**src/rtl/mfcc_melbank_pkg.sv**
```systemverilog
// Shared definitions for the MFCC mel-filterbank coefficient path.
//   - loader FSM state encoding
//   - bytes_per_word(): number of bytes needed to build one coefficient word
//   - default RAM geometry, shared with the coefficient RAM instance
package mfcc_melbank_pkg;

  localparam int unsigned MELBANK_ADDR_WIDTH = 4;
  localparam int unsigned MELBANK_DATA_WIDTH = 16;

  typedef enum logic [1:0] {
    ST_IDLE  = 2'd0,
    ST_LOAD  = 2'd1,
    ST_FLUSH = 2'd2,
    ST_DONE  = 2'd3
  } loader_state_e;

  function automatic int unsigned bytes_per_word(input int unsigned data_width);
    return (data_width + 7) / 8;
  endfunction

endpackage

```
**src/rtl/mfcc_byte_packer.sv**
```systemverilog
// Packs an LSB-first byte stream into DATA_WIDTH-bit words.
// Ports:
//   clk_i, rst_i   clock and asynchronous active-high reset
//   clear_i        synchronous restart of the byte index
//   accept_i       a byte is being accepted this cycle
//   byte_i         incoming byte
//   word_done_o    combinational: the accepted byte completes a word
//   word_o         combinational: completed word (valid with word_done_o)
module mfcc_byte_packer
  import mfcc_melbank_pkg::*;
#(
  parameter int unsigned DATA_WIDTH = MELBANK_DATA_WIDTH
) (
  input  logic                  clk_i,
  input  logic                  rst_i,
  input  logic                  clear_i,
  input  logic                  accept_i,
  input  logic [7:0]            byte_i,
  output logic                  word_done_o,
  output logic [DATA_WIDTH-1:0] word_o
);

  localparam int unsigned BPW   = bytes_per_word(DATA_WIDTH);
  localparam int unsigned IDX_W = (BPW > 1) ? $clog2(BPW) : 1;
  localparam logic [IDX_W-1:0] LAST_IDX = IDX_W'(BPW - 1);
  localparam logic [IDX_W-1:0] IDX_ONE  = IDX_W'(1);

  logic [IDX_W-1:0] idx_q, idx_d;
  logic [BPW*8-1:0] word_full;

  assign word_done_o = accept_i && (idx_q == LAST_IDX);

  always_comb begin
    idx_d = idx_q;
    if (clear_i) begin
      idx_d = '0;
    end else if (accept_i) begin
      idx_d = word_done_o ? '0 : idx_q + IDX_ONE;
    end
  end

  always_ff @(posedge clk_i or posedge rst_i) begin
    if (rst_i) begin
      idx_q <= '0;
    end else begin
      idx_q <= idx_d;
    end
  end

  generate
    if (BPW == 1) begin : g_single
      assign word_full = byte_i;
    end else begin : g_multi
      // Only the lower BPW-1 lanes are stored; the top lane comes straight
      // from the completing byte so the word is ready on the same edge.
      // Stale lanes after a clear are harmless: every lane is rewritten
      // before the next word can complete.
      logic [(BPW-1)*8-1:0] lanes_q, lanes_d;

      always_comb begin
        lanes_d = lanes_q;
        if (accept_i && !word_done_o) begin
          for (int unsigned i = 0; i < BPW - 1; i++) begin
            if (idx_q == IDX_W'(i)) begin
              lanes_d[i*8 +: 8] = byte_i;
            end
          end
        end
      end

      always_ff @(posedge clk_i or posedge rst_i) begin
        if (rst_i) begin
          lanes_q <= '0;
        end else begin
          lanes_q <= lanes_d;
        end
      end

      assign word_full = {byte_i, lanes_q};
    end
  endgenerate

  assign word_o = word_full[DATA_WIDTH-1:0];

endmodule

```
**src/rtl/mfcc_melbank_coef_loader.sv**
```systemverilog
// Write-side loader for the mel-filterbank coefficient RAM.
// Takes a valid/ready byte stream, packs bytes LSB-first into DATA_WIDTH-bit
// words and writes DEPTH words to sequential addresses starting at BASE_ADDR
// (wrapping modulo 2**ADDR_WIDTH). Reports done, a mod-256 byte checksum and
// the number of words written.
// Ports:
//   wr_clk, asyn_rst          RAM write clock, asynchronous active-high reset
//   start, abort              load request (IDLE only) / cancel (any state)
//   in_byte, in_valid         byte stream in
//   in_ready                  high while loading (combinational on state)
//   ram_wr_en/addr/data       registered RAM write port
//   busy, done, aborted       status: loading/flushing, completion pulse,
//                             sticky cancel flag
//   checksum, words_loaded    load statistics
module mfcc_melbank_coef_loader
  import mfcc_melbank_pkg::*;
#(
  parameter int unsigned ADDR_WIDTH = MELBANK_ADDR_WIDTH,
  parameter int unsigned DATA_WIDTH = MELBANK_DATA_WIDTH,
  parameter int unsigned DEPTH      = 16,
  parameter int unsigned BASE_ADDR  = 0
) (
  input  logic                  wr_clk,
  input  logic                  asyn_rst,
  input  logic                  start,
  input  logic                  abort,
  input  logic [7:0]            in_byte,
  input  logic                  in_valid,
  output logic                  in_ready,
  output logic                  ram_wr_en,
  output logic [ADDR_WIDTH-1:0] ram_wr_addr,
  output logic [DATA_WIDTH-1:0] ram_wr_data,
  output logic                  busy,
  output logic                  done,
  output logic                  aborted,
  output logic [7:0]            checksum,
  output logic [ADDR_WIDTH:0]   words_loaded
);

  localparam logic [ADDR_WIDTH:0]   LAST_WORD = (ADDR_WIDTH + 1)'(DEPTH - 1);
  localparam logic [ADDR_WIDTH:0]   WORD_ONE  = (ADDR_WIDTH + 1)'(1);
  localparam logic [ADDR_WIDTH-1:0] BASE      = ADDR_WIDTH'(BASE_ADDR);
  localparam logic [ADDR_WIDTH-1:0] ADDR_ONE  = ADDR_WIDTH'(1);

  loader_state_e         state_q;
  logic [ADDR_WIDTH-1:0] addr_q;
  logic                  ram_wr_en_q;
  logic [ADDR_WIDTH-1:0] ram_wr_addr_q;
  logic [DATA_WIDTH-1:0] ram_wr_data_q;
  logic                  busy_q;
  logic                  done_q;
  logic                  aborted_q;
  logic [7:0]            checksum_q;
  logic [ADDR_WIDTH:0]   words_q;

  logic                  accept;
  logic                  pack_clear;
  logic                  word_done;
  logic [DATA_WIDTH-1:0] packed_word;

  assign in_ready = (state_q == ST_LOAD);
  assign accept   = in_valid && in_ready;

  // The byte index only matters in LOAD, so holding it clear everywhere
  // else covers both the restart on start and the discard on abort.
  assign pack_clear = abort || (state_q != ST_LOAD);

  mfcc_byte_packer #(
    .DATA_WIDTH (DATA_WIDTH)
  ) u_packer (
    .clk_i       (wr_clk),
    .rst_i       (asyn_rst),
    .clear_i     (pack_clear),
    .accept_i    (accept && !abort),
    .byte_i      (in_byte),
    .word_done_o (word_done),
    .word_o      (packed_word)
  );

  always_ff @(posedge wr_clk or posedge asyn_rst) begin
    if (asyn_rst) begin
      state_q       <= ST_IDLE;
      addr_q        <= '0;
      ram_wr_en_q   <= 1'b0;
      ram_wr_addr_q <= '0;
      ram_wr_data_q <= '0;
      busy_q        <= 1'b0;
      done_q        <= 1'b0;
      aborted_q     <= 1'b0;
      checksum_q    <= '0;
      words_q       <= '0;
    end else begin
      ram_wr_en_q <= 1'b0;
      if (abort) begin
        state_q   <= ST_IDLE;
        busy_q    <= 1'b0;
        done_q    <= 1'b0;
        aborted_q <= 1'b1;
      end else begin
        unique case (state_q)
          ST_IDLE: begin
            if (start) begin
              state_q    <= ST_LOAD;
              busy_q     <= 1'b1;
              aborted_q  <= 1'b0;
              checksum_q <= '0;
              words_q    <= '0;
              addr_q     <= BASE;
            end
          end
          ST_LOAD: begin
            if (accept) begin
              checksum_q <= checksum_q + in_byte;
              if (word_done) begin
                ram_wr_en_q   <= 1'b1;
                ram_wr_addr_q <= addr_q;
                ram_wr_data_q <= packed_word;
                addr_q        <= addr_q + ADDR_ONE;
                words_q       <= words_q + WORD_ONE;
                if (words_q == LAST_WORD) begin
                  state_q <= ST_FLUSH;
                end
              end
            end
          end
          ST_FLUSH: begin
            state_q <= ST_DONE;
            busy_q  <= 1'b0;
            done_q  <= 1'b1;
          end
          ST_DONE: begin
            state_q <= ST_IDLE;
            done_q  <= 1'b0;
          end
          default: state_q <= ST_IDLE;
        endcase
      end
    end
  end

  assign ram_wr_en    = ram_wr_en_q;
  assign ram_wr_addr  = ram_wr_addr_q;
  assign ram_wr_data  = ram_wr_data_q;
  assign busy         = busy_q;
  assign done         = done_q;
  assign aborted      = aborted_q;
  assign checksum     = checksum_q;
  assign words_loaded = words_q;

endmodule

```
**config.mk**
```make
export PLATFORM = sky130hd
export DESIGN_NAME = mfcc_melbank_coef_loader
export DESIGN_NICKNAME = d
export VERILOG_FILES = /design/src/rtl/mfcc_melbank_pkg.sv /design/src/rtl/mfcc_byte_packer.sv /design/src/rtl/mfcc_melbank_coef_loader.sv
export SDC_FILE = /design/constraint.sdc
export NUM_CORES = 1
export LEC_CHECK = 0
export ABC_CLOCK_PERIOD_IN_PS = 2480
export BUFFER_PORTS_ARGS = -buffer_cell sky130_fd_sc_hd__buf_2
export CORE_MARGIN = 2
export CORE_UTILIZATION = 55
export CTS_BUF_LIST = sky130_fd_sc_hd__clkbuf_4 sky130_fd_sc_hd__clkbuf_8
export DETAILED_ROUTE_END_ITERATION = 10
export PLACE_DENSITY = 0.89
export SYNTH_ARGS = -nofsm -noshare
export SYNTH_HDL_FRONTEND = slang
export SYNTH_SLANG_ARGS = --single-unit
```
**constraint.sdc**
```tcl
create_clock -name wr_clk -period 2.48 [get_ports wr_clk]
set_clock_uncertainty 0.15 [all_clocks]
set_input_delay 0.496 -clock wr_clk [delete_from_list [all_inputs] [get_ports wr_clk]]
set_output_delay 0.496 -clock wr_clk [all_outputs]
set_load 0.02 [all_outputs]
```
==> results.sh, run 1 <==
export IMPL_status="complete, no violations"
export IMPL_finalSetupTns_ps=0
export IMPL_synthCells=255
export IMPL_numCtsBuffers=5
export IMPL_cp_end_kind="flip-flop"
export IMPL_vias_per_cell=5.46
export IMPL_cts_sinks=52
export IMPL_holdCritPathClass="in2async"
export IMPL_cp_cell_sequence="ha_1, fa_1, a211oi_1, o21bai_1, a21oi_1, xor2_1, o21ai_0"
export IMPL_critPathRequiredTime_ps=2540
export IMPL_clkTransAtPathRegs_ps=100
export IMPL_cp_num_buf_inv=0
export IMPL_dieArea_um2=5100
export IMPL_drv_slew=0
export IMPL_drc=0
export IMPL_finalSetupViolCount=0
export IMPL_fillCellCount=357
export IMPL_clkLatencyLatePin_ps=310
export IMPL_grt_pass1_vias=2041
export IMPL_root_buffer="clkbuf_8"
export IMPL_synth_seq_area_share_pct=52.1
export IMPL_power_switching_mw=1.28
export IMPL_routed_wl_um=5230
export IMPL_cts_tree="built"
export IMPL_grt_usage_pct=22.9
export IMPL_power_density_nw_per_um2=1070
export IMPL_syn2layout_area_growth_pct=17.4
export IMPL_cts_buffer_depth=2
export IMPL_final_area_um2=2930
export IMPL_total_power_mw=3.13
export IMPL_slowest_delay_ps=440
export IMPL_nNetsFinal=338
export IMPL_wl_met1_um=2300
export IMPL_yosysUniqueCellTypes=38
export IMPL_worstPathMaxFanout=3
export IMPL_core_area_um2=4350
export IMPL_syn_nets=283
export IMPL_rows=24
export IMPL_reg2reg_setup_slack_ps=180
export IMPL_grt_overflow=0
export IMPL_rsz0062_at_grt="no"
export IMPL_synthesis_area_um2=2500
export IMPL_max_freq_ghz=0.435
export IMPL_fin_crit_ps=2300
export IMPL_drt_iter0_drc=122
export IMPL_final_util_pct=67.4
export IMPL_layout_worst_path_cycle_share_pct=92.8
export IMPL_crit_family="compound AO/OA/AOI/OAI gates"
export IMPL_ys_top_cells_by_count="nand2_1 (81), dfrtp_1 (52), ha_1 (14)"
export IMPL_wl_met3_um=253
export IMPL_hold_viol=0
export IMPL_antenna_found_initial=0
export IMPL_worstSetupStartpointType="flip-flop"
export IMPL_power_leakage_nw=1.60
export IMPL_die_h_um=71.4
export IMPL_synth_most_common_cell="nand2_1"
export IMPL_cp_arrival_ps=2360
export IMPL_synth_area_leader_cell="dfrtp_1"
export IMPL_clkPwrFrac_pct=16.0
export IMPL_die_x_um=71.4
export IMPL_crit_slowest_cell="fa_1"
export IMPL_grt_first_pass_wirelength_um=9120
export IMPL_ys_ff_latch=52
export IMPL_synth_edf_count=0
export IMPL_io_pins=51
export IMPL_p_int_mw=1.84
export IMPL_vias=1983
export IMPL_start_util_pct=57.4
export IMPL_synth_top_area_share_pct=52.1
export IMPL_maxUsedRoutingLayer="met4"
export IMPL_synthTopCellsByArea="dfrtp_1 (52%), nand2_1 (12%), ha_1 (7.0%)"
export IMPL_wl_per_cell_um=14.4
export IMPL_drv_cap=0
export IMPL_dr_wl_met2_um=2600
export IMPL_post_cts_buffers=0
export IMPL_p_comb_share_pct=43.4
export IMPL_switching_share_pct=41.1
export IMPL_pwr_share_seq_pct=40.6
export IMPL_grt_max_degree=29
export IMPL_pre_cts_ws_ps=-0.334
export IMPL_ctsHtreeMaxLevel=2
export IMPL_place_area_um2=2840
export IMPL_postRouteAntennaNets=0
export IMPL_io_buffers=50
export IMPL_async_flop_share_pct=100
export IMPL_critPathKind="reg2reg"
export IMPL_drtPass1Iterations=4
export IMPL_hpwl_um=3670
export IMPL_slew_limit_headroom_pct=62.9
export IMPL_synth_avg_cell_area_um2=9.79
export IMPL_irDropWorstVdd_mv=0.632
export IMPL_max_slew_worst_pin_slew_ps=556
export IMPL_place_congestion=0.799
export IMPL_num_antenna_cells=0
export IMPL_ys_warn_count=0
export IMPL_drive_above_1_share_pct=24.8
export IMPL_synth_flop_cell="dfrtp_1"
export IMPL_setup_ws_ps=179
==> metrics by stage <==
stage,cells,hold WS (ps)
final,363,69.0
after global routing,363,124
after floorplan,255,285
after CTS,363,96.8
after global placement,355,293
after detailed placement,355,305
==> registers in the layout, summed over array words and instances (netlist names) <==
signal / flops
aborted: 1
checksum: 8
busy: 1
ram_wr_en: 1
done: 1
addr_q: 4
u_packer.idx_q: 1
state_q: 2
ram_wr_addr: 4
ram_wr_data: 16
words_loaded: 5
u_packer.g_multi.lanes_q: 8
==> metal layers <==
metal,vias up,global-route usage (%)
li1,977,-
met1,954,28.2
met2,45,38.3
met3,7,5.91
met4,0,9.64
met5,-,0
==> cell type report <==
cell class,count,area [µm²],area share (%)
Clock buffer,6,76.3,2.60
Clock inverter,2,16.3,0.555
Inverter,6,26.3,0.896
Multi-Input combinational cell,187,1120,38.4
Sequential cell,52,1300,44.4
Tap cell,52,65.1,2.22
Timing Repair Buffer,58,323,11.0
==> worst reg2reg max path, stage by stage, from the launching register on <==
cell      delay (ps)
dfrtp_1          420
ha_1             230
fa_1             440
a211oi_1         340
o21bai_1         130
a21oi_1          190
xor2_1           180
o21ai_0          100
==> power groups by stage <==
stage / Clock [mW] / Combinational, mW / Sequential (mW)
after CTS: 0.505 / 1.36 / 1.27
final: 0.501 / 1.36 / 1.27
after global placement: 0 / 1.30 / 1.27
after global routing: 0.536 / 1.51 / 1.31
after floorplan: 0 / 0.737 / 1.47
after detailed placement: 0 / 1.35 / 1.29
==> final timing paths <==
kind / cells after the start / start / to
setup / recovery: 7 / checksum[0] / checksum[6]
hold / removal: 2 / asyn_rst / ram_wr_data[9]
setup reg to reg: 7 / checksum[0] / checksum[6]
hold reg to reg: 2 / u_packer.g_multi.lanes_q[2] / ram_wr_data[2]
max in group asynchronous: 3 / asyn_rst / checksum[3]
min in group wr_clk: 3 / in_byte[4] / ram_wr_data[12]
==> kinds of logic after synthesis <==
family / count (synthesis) / share of synthesized area [%]
AND/OR/NAND/NOR: 110 / 19.0
flip-flops: 52 / 52.1
AO/OA/AOI/OAI: 48 / 12.5
buffers and inverters: 16 / 2.86
adder cells (fa/ha/maj): 15 / 7.82
multiplexers: 9 / 4.01
XOR/XNOR: 5 / 1.75
==> cell usage in the layout, fill, tap and decap left out, types with 3 or more instances in the layout <==
| cell | n |
|---|---|
| nand3_1 | 5 |
| buf_2 | 50 |
| a21oi_1 | 9 |
| buf_4 | 7 |
| inv_1 | 4 |
| a211o_1 | 3 |
| o21ai_1 | 3 |
| a21o_1 | 5 |
| o21ai_0 | 12 |
| o31ai_1 | 4 |
| mux2_2 | 8 |
| a22o_1 | 3 |
| nand2_1 | 81 |
| xor2_1 | 3 |
| clkbuf_8 | 5 |
| ha_1 | 14 |
| nor3_1 | 6 |
| dfrtp_1 | 52 |
| nor2_1 | 7 |
==> what timing repair did <==
| action | in CTS | in global routing |
|---|---|---|
| hold buffers | 0 | 0 |
| setup endpoints to repair | 0 | 6 |
| gates resized for setup | 0 | 1 |
No activity file was read; power rests on OpenSTA's default activity.
==> inputs of run 2 (changes only) <==
- ABC_CLOCK_PERIOD_IN_PS: 2480 -> 2350
- PLACE_DENSITY: 0.89 -> 0.8
- clock period: 2.48 -> 2.35 ns (I/O delays scaled with it)
==> results.sh, run 2 (same netlist as run 1, synthesis figures left out) <==
export IMPL_dp_cells=358
export IMPL_start_util_pct=57.4
export IMPL_slowest_delay_ps=450
export IMPL_cts_buffer_depth=2
export IMPL_max_slew_worst_pin_slew_ps=494
export IMPL_largest_reg_flops=16
export IMPL_power_switching_mw=1.32
export IMPL_power_leakage_nw=1.64
export IMPL_max_freq_ghz=0.473
export IMPL_ctsHtreeMaxLevel=2
export IMPL_dieArea_um2=5100
export IMPL_fillCellCount=344
export IMPL_drt_iter0_drc=144
export IMPL_p_comb_share_pct=43.8
export IMPL_worstSetupStartpointType="flip-flop"
export IMPL_cp_arrival_ps=2160
export IMPL_crit_family="adder cells"
export IMPL_drv_cap=0
export IMPL_pwr_share_seq_pct=40.4
export IMPL_pre_cts_ws_ps=-49.7
export IMPL_irDropWorstVdd_mv=0.732
export IMPL_place_area_um2=2860
export IMPL_total_power_mw=3.29
export IMPL_final_common_cell="nand2_1"
export IMPL_syn2layout_area_growth_pct=18.4
export IMPL_die_h_um=71.4
export IMPL_vias=1938
export IMPL_routed_wl_um=4950
export IMPL_cp_end_kind="flip-flop"
export IMPL_switching_share_pct=40.0
export IMPL_layout_worst_path_cycle_share_pct=90.0
export IMPL_setup_ws_ps=235
export IMPL_status="complete, no violations"
export IMPL_grt_overflow=0
export IMPL_num_antenna_cells=0
export IMPL_worstPathMaxFanout=3
export IMPL_rsz0062_at_grt="no"
export IMPL_final_area_um2=2960
export IMPL_die_x_um=71.4
export IMPL_antenna_found_initial=0
export IMPL_rows=24
export IMPL_drtPass1Iterations=4
export IMPL_hold_viol=0
export IMPL_hpwl_um=3620
export IMPL_io_pins=51
export IMPL_finalSetupViolCount=0
export IMPL_vias_per_cell=5.30
export IMPL_final_util_pct=67.9
export IMPL_power_density_nw_per_um2=1110
export IMPL_drv_slew=0
export IMPL_critPathRequiredTime_ps=2390
export IMPL_post_cts_buffers=0
export IMPL_numCtsBuffers=5
export IMPL_slew_limit_headroom_pct=67.0
export IMPL_grt_max_degree=32
export IMPL_core_area_um2=4350
export IMPL_place_congestion=0.852
export IMPL_finalSetupTns_ps=0
export IMPL_critPathKind="reg2reg"
export IMPL_fin_crit_ps=2120
export IMPL_final_cell_mix="nand2_1 (81), dfrtp_1 (52), buf_2 (50), ha_1 (14), o21ai_0 (12)"
export IMPL_drive_above_1_share_pct=25.5
export IMPL_cp_cell_sequence="ha_1, fa_1, a211oi_2, o21bai_1, a21oi_1, xor2_1, o21ai_0"
export IMPL_holdCritPathClass="in2async"
export IMPL_cp_num_buf_inv=0
export IMPL_wl_per_cell_um=13.5
export IMPL_drc=0
export IMPL_grt_pass1_vias=1940
export IMPL_timing_hold_ws_ps=26.3
export IMPL_clkLatencyLatePin_ps=300
export IMPL_final_cells=366
export IMPL_crit_slowest_cell="fa_1"
export IMPL_io_buffers=50
export IMPL_root_buffer="clkbuf_8"
export IMPL_postRouteAntennaNets=0
export IMPL_clkTransAtPathRegs_ps=90
export IMPL_p_int_mw=1.97
export IMPL_grt_first_pass_wirelength_um=8970
export IMPL_cts_sinks=52
export IMPL_cts_tree="built"
export IMPL_grt_usage_pct=22.3
export IMPL_nNetsFinal=341
export IMPL_clkPwrFrac_pct=15.8
## run 2: cell type report
cell class / instances / area, µm² / area share [%]
timing repair buffer: 61 / 345 / 11.7
tap: 52 / 65.1 / 2.20
multi-input combinational: 187 / 1130 / 38.2
inverter: 6 / 22.5 / 0.762
sequential: 52 / 1300 / 44.0
clock inverter: 2 / 10.0 / 0.339
clock buffer: 6 / 82.6 / 2.79
## run 2: power by group through the flow
stage	Sequential [mW]	Combinational, mW	Clock (mW)
6_report	1.33	1.44	0.519
4_1_cts	1.33	1.45	0.526
2_1_floorplan	1.55	0.778	0
3_3_place_gp	1.34	1.40	0
5_1_grt	1.37	1.62	0.564
3_5_place_dp	1.35	1.44	0
## run 2: worst paths after layout
check                                from         endpoint  slack [ps]  cells past startpoint
max in group asynchronous        asyn_rst   ram_wr_data[4]        1490                      3
hold / removal                   asyn_rst   ram_wr_addr[1]          30                      2
setup reg to reg              checksum[0]      checksum[6]         230                      7
min in group wr_clk            in_byte[2]  ram_wr_data[10]         240                      3
hold reg to reg            ram_wr_data[4]   ram_wr_data[4]         320                      2
setup / recovery              checksum[0]      checksum[6]         230                      7
## run 2: repair_timing
item | 4_1_cts | 5_1_grt
endpoints found under the setup margin | 0 | 1
gates resized for setup | 0 | 1
hold buffers | 0 | 0
## run 2: metal layers
metal  track usage [%]  part of all wire, %  vias to the layer above
met1              30.3                   46                      909
met3              5.06                  4.8                        7
li1                  -                    -                      982
met4              6.71                  1.5                        0
met5                 0                    0                        -
met2              36.1                   48                       40
## run 2: worst reg2reg max path, stage by stage, from the launching register on
cell,delay (ps)
dfrtp_1,400
ha_1,220
fa_1,450
a211oi_2,260
o21bai_1,100
a21oi_1,170
xor2_1,150
o21ai_0,100
==> inputs of run 3 (changes only) <==
- CORE_UTILIZATION: 55 -> 40
- PLACE_DENSITY: 0.8 -> default
==> results.sh, run 3 (same netlist as run 1, synthesis figures left out) <==
export IMPL_clkLatencyLatePin_ps=300
export IMPL_drv_slew=0
export IMPL_vias=1913
export IMPL_num_antenna_cells=0
export IMPL_ctsHtreeMaxLevel=2
export IMPL_timing_hold_ws_ps=34.7
export IMPL_cp_arrival_ps=2180
export IMPL_cp_num_buf_inv=0
export IMPL_root_buffer="clkbuf_8"
export IMPL_core_area_um2=5990
export IMPL_cp_cell_sequence="ha_1, fa_1, a211oi_1, o21bai_1, a21oi_1, xor2_1, o21ai_0"
export IMPL_fillCellCount=591
export IMPL_largest_reg_flops=16
export IMPL_final_cell_mix="nand2_1 (81), dfrtp_1 (52), buf_2 (50), ha_1 (14), o21ai_0 (12)"
export IMPL_drv_cap=0
export IMPL_max_slew_worst_pin_slew_ps=516
export IMPL_critPathRequiredTime_ps=2390
export IMPL_worstPathMaxFanout=3
export IMPL_clkTransAtPathRegs_ps=90
export IMPL_holdBufCountCts=0
export IMPL_crit_family="compound AO/OA/AOI/OAI gates"
export IMPL_finalSetupViolCount=0
export IMPL_grt_overflow=0
export IMPL_wl_per_cell_um=13.2
export IMPL_die_x_um=83.0
export IMPL_hold_viol=0
export IMPL_grt_max_degree=31
export IMPL_crit_slowest_cell="dfrtp_1"
export IMPL_syn2layout_area_growth_pct=20.8
export IMPL_cts_buffer_depth=2
export IMPL_final_util_pct=50.4
export IMPL_place_area_um2=2890
export IMPL_final_area_um2=3020
export IMPL_nNetsFinal=341
export IMPL_irDropWorstVdd_mv=0.609
export IMPL_vias_per_cell=4.93
export IMPL_grt_pass1_vias=1945
export IMPL_status="complete, no violations"
export IMPL_fin_crit_ps=2140
export IMPL_cts_resized=0
export IMPL_cp_end_kind="flip-flop"
export IMPL_total_power_mw=3.45
export IMPL_slowest_delay_ps=400
export IMPL_drtPass1Iterations=4
export IMPL_start_util_pct=41.7
export IMPL_rsz0062_at_grt="no"
export IMPL_setup_ws_ps=214
export IMPL_antenna_found_initial=0
export IMPL_layout_worst_path_cycle_share_pct=90.9
export IMPL_hpwl_um=3750
export IMPL_routed_wl_um=5130
export IMPL_grt_usage_pct=16.3
export IMPL_post_cts_buffers=0
export IMPL_slew_limit_headroom_pct=65.5
export IMPL_dieArea_um2=6890
export IMPL_numCtsBuffers=5
export IMPL_drive_above_1_share_pct=24.9
export IMPL_power_leakage_nw=1.65
export IMPL_worstSetupStartpointType="flip-flop"
export IMPL_place_congestion=0.856
export IMPL_pre_cts_ws_ps=-5.51
export IMPL_final_common_cell="nand2_1"
export IMPL_postRouteAntennaNets=0
export IMPL_max_freq_ghz=0.468
export IMPL_io_pins=51
export IMPL_final_cells=388
export IMPL_power_density_nw_per_um2=1140
export IMPL_cts_tree="built"
export IMPL_drc=0
export IMPL_grt_first_pass_wirelength_um=9220
export IMPL_holdCritPathClass="in2async"
export IMPL_finalSetupTns_ps=0
export IMPL_die_h_um=83.0
export IMPL_cts_sinks=52
export IMPL_io_buffers=50
export IMPL_rows=28
export IMPL_drt_iter0_drc=137
export IMPL_critPathKind="reg2reg"
export IMPL_dp_cells=381
==> run 3: changes by cell type in the layout (fill, tap and decap cells not counted) <==
| cell | previous run | this run |
|---|---|---|
| a211oi_1 | 1 | 2 |
| a211oi_2 | 1 | 0 |
| clkbuf_8 | 6 | 5 |
| bufinv_16 | 0 | 2 |
| clkinv_2 | 2 | 0 |
==> run 3: final cells by class <==
cell class                 instances  area (µm²)  area share (%)
clock buffer                       5        68.8            2.28
clock inverter                     2        60.1            1.99
inverter                           6        22.5           0.747
multi-input combinational        187        1120            37.3
sequential                        52        1300            43.1
tap                               75        93.8            3.11
timing repair buffer              61         345            11.4
==> run 3: per-layer routing <==
metal | global-route usage, % | share of wire, % | vias to the layer above
met5 | 0 | 0 | -
met1 | 21.0 | 49 | 891
met4 | 4.92 | 0.99 | 0
li1 | - | - | 984
met2 | 27.3 | 46 | 34
met3 | 3.88 | 4.0 | 4
==> run 3: path summary, 6_finish.rpt <==
kind,from,to,slack [ps],cells past startpoint
worst max register to register,checksum[0],checksum[6],210,7
worst max-delay path,checksum[0],checksum[6],210,7
worst min register to register,u_packer.g_multi.lanes_q[4],ram_wr_data[4],320,2
worst min-delay path,asyn_rst,ram_wr_addr[0],30,2
min in group wr_clk,in_byte[0],ram_wr_data[8],240,3
max in group asynchronous,asyn_rst,u_packer.g_multi.lanes_q[6],1480,3
==> run 3: worst reg2reg max path, stage by stage (launching register included) <==
cell,delay (ps)
dfrtp_1,400
ha_1,230
fa_1,390
a211oi_1,300
o21bai_1,120
a21oi_1,180
xor2_1,160
o21ai_0,90
==> run 3: power breakdown <==
group          internal (mW)  leakage, nW  switching, mW
sequential              1.16        0.694          0.165
combinational          0.571        0.890          0.843
clock                  0.419       0.0642          0.294
total                   2.15         1.65           1.30
